===== config.mk =====
export PLATFORM = sky130hd
export DESIGN_NAME = mem_arbiter
export DESIGN_NICKNAME = d
export VERILOG_FILES = /design/src/rtl/mem_arbiter.sv
export SDC_FILE = /design/constraint.sdc
export NUM_CORES = 1
export LEC_CHECK = 0
export CAP_MARGIN = 15
export CELL_PAD_IN_SITES_DETAIL_PLACEMENT = 1
export CELL_PAD_IN_SITES_GLOBAL_PLACEMENT = 2
export CORE_UTILIZATION = 18
export CTS_CLUSTER_SIZE = 40
export DETAILED_ROUTE_END_ITERATION = 16
export GPL_TIMING_DRIVEN = 0
export PLACE_DENSITY = 0.78
export SLEW_MARGIN = 5
export SYNTH_ARGS = -nofsm -noshare
export SYNTH_HDL_FRONTEND = slang
export SYNTH_SLANG_ARGS = --single-unit
export TNS_END_PERCENT = 30

===== constraint.sdc =====
create_clock -name clk -period 2.2 [get_ports clk]
set_input_delay 0.44 -clock clk [delete_from_list [all_inputs] [get_ports clk]]
set_output_delay 0.44 -clock clk [all_outputs]
set_load 0.01 [all_outputs]

===== src/rtl/mem_arbiter.sv =====
// Two-master word arbiter in front of the single-port test memory, with NXM timeout detection.
// Build with MEM_ARB_RR_EN defined for round-robin arbitration; otherwise m0 has fixed priority.
module mem_arbiter #(
    parameter int PADDR   = 18,
    parameter int WORD    = 36,
    parameter int TIMEOUT = 15
) (
    input  logic             clk,
    input  logic             reset,
    input  logic [PADDR-1:0] m0_addr,
    input  logic [PADDR-1:0] m1_addr,
    input  logic [WORD-1:0]  m0_write_data,
    input  logic [WORD-1:0]  m1_write_data,
    input  logic             m0_read,
    input  logic             m1_read,
    input  logic             m0_write,
    input  logic             m1_write,
    output logic [WORD-1:0]  m0_read_data,
    output logic [WORD-1:0]  m1_read_data,
    output logic             m0_read_ack,
    output logic             m1_read_ack,
    output logic             m0_write_ack,
    output logic             m1_write_ack,
    output logic             m0_nxm,
    output logic             m1_nxm,
    output logic [PADDR-1:0] mem_addr,
    output logic [WORD-1:0]  mem_write_data,
    output logic             mem_read,
    output logic             mem_write,
    input  logic [WORD-1:0]  mem_read_data,
    input  logic             read_ack,
    input  logic             write_ack,
    output logic [1:0]       arb_state
);

    // Handshake: a master holds mX_read/mX_write high until its one-cycle ack and drops it at
    // the edge that samples the ack; memory gets one-cycle mem_read/mem_write pulses and
    // answers with one-cycle read_ack/write_ack pulses.
    localparam logic [1:0] S_IDLE  = 2'd0;
    localparam logic [1:0] S_READ  = 2'd1;
    localparam logic [1:0] S_WRITE = 2'd2;
    localparam logic [1:0] S_TOUT  = 2'd3;
    localparam logic [7:0] LAST_COUNT = 8'(TIMEOUT - 1);

    logic [1:0] state;
    logic [7:0] count;
    logic       owner;
    logic       tout_write;

    logic             req0, req1, win, win_read;
    logic [PADDR-1:0] win_addr;
    logic [WORD-1:0]  win_data;

    assign req0 = m0_read | m0_write;
    assign req1 = m1_read | m1_write;

`ifdef MEM_ARB_RR_EN
    logic last;

    assign win = (req0 && req1) ? ~last : ~req0;

    always_ff @(posedge clk or negedge reset) begin
        if (!reset) begin
            last <= 1'b1;
        end else if (state == S_IDLE && (req0 || req1)) begin
            last <= win;
        end
    end
`else
    assign win = ~req0;
`endif

    // A master raising read and write together gets the read first; the write stays pending.
    assign win_read = win ? m1_read : m0_read;
    assign win_addr = win ? m1_addr : m0_addr;
    assign win_data = win ? m1_write_data : m0_write_data;

    always_ff @(posedge clk or negedge reset) begin
        if (!reset) begin
            state          <= S_IDLE;
            count          <= 8'd0;
            owner          <= 1'b0;
            tout_write     <= 1'b0;
            mem_addr       <= '0;
            mem_write_data <= '0;
            mem_read       <= 1'b0;
            mem_write      <= 1'b0;
        end else begin
            mem_read  <= 1'b0;
            mem_write <= 1'b0;
            case (state)
                S_IDLE: begin
                    if (req0 || req1) begin
                        owner          <= win;
                        mem_addr       <= win_addr;
                        mem_write_data <= win_data;
                        count          <= 8'd0;
                        tout_write     <= ~win_read;
                        if (win_read) begin
                            mem_read <= 1'b1;
                            state    <= S_READ;
                        end else begin
                            mem_write <= 1'b1;
                            state     <= S_WRITE;
                        end
                    end
                end
                S_READ: begin
                    count <= count + 8'd1;
                    if (read_ack) state <= S_IDLE;
                    else if (count == LAST_COUNT) state <= S_TOUT;
                end
                S_WRITE: begin
                    count <= count + 8'd1;
                    if (write_ack) state <= S_IDLE;
                    else if (count == LAST_COUNT) state <= S_TOUT;
                end
                default: state <= S_IDLE;
            endcase
        end
    end

    // Acks are combinational so the requester sees them in the same cycle as the memory ack.
    logic ack_rd, ack_wr, nxm, rd_pass;

    assign rd_pass = (state == S_READ) && read_ack;
    assign ack_rd  = rd_pass || (state == S_TOUT && !tout_write);
    assign ack_wr  = ((state == S_WRITE) && write_ack) || (state == S_TOUT && tout_write);
    assign nxm     = (state == S_TOUT);

    assign m0_read_ack  = ack_rd & ~owner;
    assign m1_read_ack  = ack_rd & owner;
    assign m0_write_ack = ack_wr & ~owner;
    assign m1_write_ack = ack_wr & owner;
    assign m0_nxm       = nxm & ~owner;
    assign m1_nxm       = nxm & owner;
    assign m0_read_data = (rd_pass && !owner) ? mem_read_data : '0;
    assign m1_read_data = (rd_pass && owner) ? mem_read_data : '0;
    assign arb_state    = state;

endmodule


==> results_dict.tcl, run 1 <==
set metrics [dict create \
    root_buffer "clkbuf_16" \
    wire_per_inst_um 16.40 \
    ys_ff_latch 68 \
    h-tree-depth 3 \
    grt_setup_unrepaired "true" \
    fp.dieW_um 148.8 \
    die_area_um2 22140 \
    slew_violations 0 \
    route.antenna.remaining_nets 0 \
    synth-seq-area-share 0.4387 \
    cts.clk_slew.worst_paths_ns 0.06 \
    netlist-cell-type-count 35 \
    grt_pass1_wl_mm 24.68 \
    fin_setup_tns_ns 0 \
    p_sw_uw 2866 \
    switching_share 0.3701 \
    max_cap_violations 0 \
    first_iter_violations 53 \
    p_comb_frac 0.540 \
    final_area_um2 7482 \
    p_leak_uw 0.003335 \
    regArea_um2 1705 \
    min_period_ns 2.195 \
    r2r_slack_ns 0.33 \
    area_delta_synth_final_pct 92.90 \
    cp_max_fo 5 \
    vias 4165 \
    setup_viol 0 \
    crit_path_end_kind "output pin" \
    start_util 0.1839 \
    dp_hpwl_mm 12.99 \
    ir_drop_mv 0.3893 \
    syn-cell-area_um2 3879 \
    finalHoldViolations 0 \
    ys_top_cells_by_area "dfrtp_1 44%, mux2i_1 14%, and2_1 12%, nand2_1 6.6%, o21ai_0 5.9%" \
    port_buffers 287 \
    max_freq_mhz 455.6 \
    min_period_over_period 0.9977 \
    max-slew-margin-rel 0.6497 \
    p_clk_frac 0.178 \
    clock-sinks 68 \
    synthCells 410 \
    wirelength_mm 16.49 \
    antenna_found_initial 1 \
    status "finished clean" \
    synth_warnings 0 \
    cts_buffers 9 \
    arrival_ns 1.75 \
    vias_per_cell 4.144 \
    powerDensity_nw_per_um2 1035 \
    hp-class "reg -> reg" \
    nets 884 \
    multi_input_area_um2 2102 \
    grt_use_total 0.1430 \
    rows 53 \
    required_ns 1.76 \
    drc 0 \
    firstDrtPassIters 4 \
    p_int_uw 4878 \
    synth_top_area_cell "dfrtp_1" \
    cts_tree "built" \
    grt_start_max_net_pins 57 \
    routabilityCongestion 0.7622 \
    syn_nets 569 \
    fillCellCount 2433 \
    clock_latency_ns 0.32 \
    p_seq_frac 0.281 \
    grt_pass1_vias 4439 \
    synth_area_per_cell_um2 9.460 \
    postPlaceCellArea_um2 7121 \
    critPathLaunchType "flop" \
    io_pins 288 \
    fin_worst_skew_ns 0.005602 \
    cts.path.max_buffers 2 \
    die_h_um 148.8 \
    synth_top_area_frac 0.4387 \
    grt_overflow 0 \
    critPathKind "reg -> out" \
    worst_slew_pin_slew_ns 0.5255 \
    coreArea_um2 21090 \
    drive_gt1_frac 0.2126 \
]
## flip-flops by register name (all words and copies together) (netlist names)
name,flops
mem_addr,18
arb_state,2
owner,1
tout_write,1
mem_write,1
mem_read,1
count,8
mem_write_data,36
## cell usage in the layout, fill, tap and decap left out, drive strengths merged, types with 3 or more instances in the layout
cell and n:
nand2 68, dfrtp 68, clkdlybuf4s15 4, o21ai 56, clkdlybuf4s50 207, and3 4
a21oi 3, nand4b 5, ha 7, dlygate4sd2 11, buf 73, and2 74
nor2 7, clkbuf 45, nand3 10, mux2i 54, inv 7
## synth_stat cells, drive strengths merged
master / count
clkbuf: 11
or4b: 2
nand3b: 2
nand2b: 2
o22a: 1
and3: 3
o2bb2ai: 1
and2: 74
a21o: 2
a21boi: 1
buf: 15
a22oi: 2
o211ai: 2
nand4b: 5
nand4: 1
ha: 7
nor2: 6
inv: 7
nand3: 10
nand2: 68
or4: 1
a21oi: 3
mux2i: 54
a2bb2oi: 1
o21ai: 56
nor4: 1
a22o: 1
nor2b: 2
dfrtp: 68
o22ai: 1
## routing by layer
layer	global-route usage	wire length, um	vias to the layer above
li1	-	-	2025
met1	0.1577	6496	1987
met5	0	0	-
met2	0.2762	8853	141
met3	0.03058	940	12
met4	0.03265	195	0
## logic make-up (layout without fill, tap and decap cells)
kind of cell,after synthesis,count (layout),share of synthesized area
AND/OR/NAND/NOR,177,179,0.2464
AO/OA/AOI/OAI,71,71,0.1100
flip-flops,68,68,0.4387
multiplexers,54,54,0.1394
buffers and inverters,33,350,0.04290
adder cells (fa/ha/maj),7,7,0.02258
other,0,1,0
## per-stage QoR
stage	util	cells	total power, uW	hold WS, ns	worst slack, ns
after floorplan	-	410	3906	0.1444	0.3158
after global placement	0.3365	972	6095	0.4629	-1.761
after detailed placement	0.3377	973	6245	0.3060	-0.8429
after CTS	0.3531	999	7777	0.4779	-0.05949
after global routing	0.3548	1005	8305	0.4977	-0.07677
final	0.3548	1005	7745	0.4733	0.005168
## power by group through the flow
stage	Sequential [uW]	Clock, uW	Combinational (uW)
after global placement	2170	0	3920
after floorplan	2400	0	1510
after CTS	2190	1430	4150
after detailed placement	2200	0	4050
after global routing	2270	1480	4560
final	2180	1380	4190
## timing repair
item	in CTS	in global routing
endpoints found under the setup margin	78	64
setup buffers	6	5
pin swaps	4	7
hold buffers	1	0
resized for setup	244	78
cloned	5	0
hold endpoints to repair	12	0
## worst max-delay path, stage by stage (launching register included)
cell and delay [ns]:
dfrtp_2 0.43, ha_4 0.18, nand2_4 0.10, nor2_4 0.05, buf_12 0.13, buf_6 0.11
buf_4 0.14, and2_1 0.15, buf_2 0.14
## area by class of cell
cell class / instances / share of cell area
repair buffers: 303 / 0.3758
multi-input cells: 311 / 0.2809
flip-flops and latches: 68 / 0.2279
well taps: 275 / 0.04599
clock buffers: 14 / 0.03796
plain buffers: 25 / 0.02692
inverters: 7 / 0.003512
clock inverters: 1 / 0.0006689
diodes: 1 / 0.0003344
## path summary, 6_finish.rpt
path,startpoint,to,depth (start not counted)
min in group asynchronous,reset,mem_addr[3],2
hold reg to reg,mem_addr[9],mem_addr[9],2
setup reg to reg,arb_state[0],count[6],7
setup / recovery,arb_state[0],m0_read_data[34],8
hold / removal,mem_addr[9],mem_addr[9],2
max in group asynchronous,reset,owner,3
Power figures use the tool's default switching activity.
==> inputs of run 2 (changes only) <==
- ABC_CLOCK_PERIOD_IN_PS: not set -> 2200
- SETUP_SLACK_MARGIN: not set -> 0.1
==> results_dict.tcl, run 2 (synthesized netlist as in run 1, its figures left out) <==
set metrics [dict create \
    critPathLaunchType "flop" \
    port_buffers 287 \
    p_comb_frac 0.551 \
    layout_common_cells "207 x clkdlybuf4s50_1, 67 x nand2_1, 65 x dfrtp_1" \
    start_util 0.1839 \
    critPathBufInv 4 \
    worst_slew_pin_slew_ns 0.5300 \
    wirelength_mm 16.66 \
    final_cells 1007 \
    grt_setup_unrepaired "true" \
    drc 0 \
    min_from "mem_addr[9]" \
    p_clk_frac 0.174 \
    root_buffer "clkbuf_16" \
    crit_path_end_kind "output pin" \
    max-slew-margin-rel 0.6467 \
    drive_gt1_frac 0.2832 \
    cp_cell_sequence "ha_4 -> nand2_4 -> nor2_4 -> buf_12 -> buf_12 -> buf_4 -> and2_4 -> buf_6" \
    cp_max_fo 5 \
    max_freq_mhz 464.2 \
    rows 53 \
    fin_worst_skew_ns 0.006896 \
    dp_hpwl_mm 12.99 \
    vias 4187 \
    area_delta_synth_final_pct 101.9 \
    hp-class "reg -> reg" \
    grt_use_total 0.1436 \
    crit_path_top_delay_cell "dfrtp_2" \
    cp-startpoint "arb_state[0]" \
    rr_endpoint "mem_addr[10]" \
    dp_slack_ns -0.8429 \
    worst-path-stages 8 \
    antenna_found_initial 1 \
    p_leak_uw 0.003437 \
    largest_reg_flops 36 \
    cts_tree "built" \
    grt_pass1_wl_mm 24.72 \
    firstDrtPassIters 4 \
    p_total_uw 7938 \
    grt_start_max_net_pins 57 \
    fin_ws_ns 0.04567 \
    p_sw_uw 2906 \
    die_h_um 148.8 \
    io_pins 288 \
    finalHoldViolations 0 \
    max_cap_violations 0 \
    arrival_ns 1.71 \
    grt_pass1_vias 4421 \
    min_period_ns 2.154 \
    route.antenna.remaining_nets 0 \
    fin_util 0.3713 \
    r2r_slack_ns 0.41 \
    worstReg2RegStart "arb_state[0]" \
    ff2ff_path_depth 9 \
    crit_family "buffers and inverters" \
    endpoint "m0_read_data[35]" \
    coreArea_um2 21090 \
    critPathKind "reg -> out" \
    powerDensity_nw_per_um2 1014 \
    final_area_um2 7830 \
    p_int_uw 5033 \
    ir_drop_mv 0.3893 \
    nets 886 \
    fillCellCount 2391 \
    wire_per_inst_um 16.55 \
    cts.path.max_buffers 2 \
    p_seq_frac 0.275 \
    h-tree-depth 3 \
    status "finished clean" \
    clock-sinks 68 \
    slew_violations 0 \
    fp.dieW_um 148.8 \
    largest-register "mem_write_data" \
    cts.clk_slew.worst_paths_ns 0.06 \
    reg.largest.list "mem_write_data x36, mem_addr x18, count x8" \
    dp_cells 973 \
    routabilityCongestion 0.7622 \
    switching_share 0.3660 \
    first_iter_violations 68 \
    required_ns 1.76 \
    cts_buffers 9 \
    path_common_cell "buf_12" \
    min_period_over_period 0.9792 \
    grt_overflow 0 \
    vias_per_cell 4.158 \
    setup_viol 0 \
    clock_latency_ns 0.32 \
    die_area_um2 22140 \
    mostFrequentLayoutCell "clkdlybuf4s50_1" \
    postPlaceCellArea_um2 7121 \
    slowest_delay_ns 0.43 \
]
run 2: changes by cell type in the layout (fill, tap and decap cells not counted), sizes merged:
| cell | change |
|---|---|
| clkdlybuf4s15 | -3 |
| clkbuf | -22 |
| and3 | -1 |
| buf | +36 |
| dlygate4sd2 | -7 |
| dlygate4sd1 | -1 |
run 2: timing repair:
item                       CTS  global route
cloned                       4             1
setup endpoints to repair   78            72
hold endpoints to repair    12             0
pin swaps                   17            18
resized for setup          368            94
setup buffers               10             3
hold buffers                 1             0
run 2: area by class of cell:
cell class              instances  area [um^2]  share of cell area
flip-flops and latches         68         1705              0.2178
clock inverters                 1        5.005           0.0006392
diodes                          1        2.502           0.0003196
inverters                       7        26.28            0.003356
plain buffers                  26        224.0             0.02860
well taps                     275        344.1             0.04394
repair buffers                305         3047              0.3891
multi-input cells             310         2192              0.2800
clock buffers                  14        284.0             0.03627
run 2: worst reg2reg max path, delay by kind of cell, from the launching register on:
kind	cells	cell delay, ns
and+or+nand+nor	2	0.18
buffers and inverters	5	0.74
DFF	1	0.43
adders and majority gates	1	0.27
AOI/OAI and AO/OA	1	0.05
run 2: layer usage:
layer,global-route usage,vias up,wire length (um),part of all wire
met2,0.2792,137,9045,0.54
met4,0.03061,0,201,0.012
met3,0.02997,13,953,0.057
li1,-,2025,-,-
met1,0.1581,2012,6460,0.39
met5,0,-,0,0
run 2: worst min path at each step:
stage	to	slack, ns	depth (start not counted)
finish	mem_addr[9]	0.47	2
global route	mem_addr[8]	0.50	2
CTS	mem_addr[9]	0.48	2
detailed placement	mem_addr[3]	0.31	1
global placement	mem_write_data[6]	0.46	2
floorplan	arb_state[0]	0.14	0
run 2: stage by stage:
stage	hold slack (ns)	TNS, ns
after CTS	0.4779	-0.1059
after global routing	0.4977	-0.06188
final	0.4733	0
after floorplan	0.1444	0
after detailed placement	0.3060	-54.71
after global placement	0.4629	-169.53
run 2: power groups by stage:
stage               sequential (uW)  combinational [uW]  clock (uW)
global placement               2170                3920           0
finish                         2180                4380        1380
CTS                            2190                4240        1430
global route                   2270                4760        1480
floorplan                      2400                1510           0
detailed placement             2200                4050           0
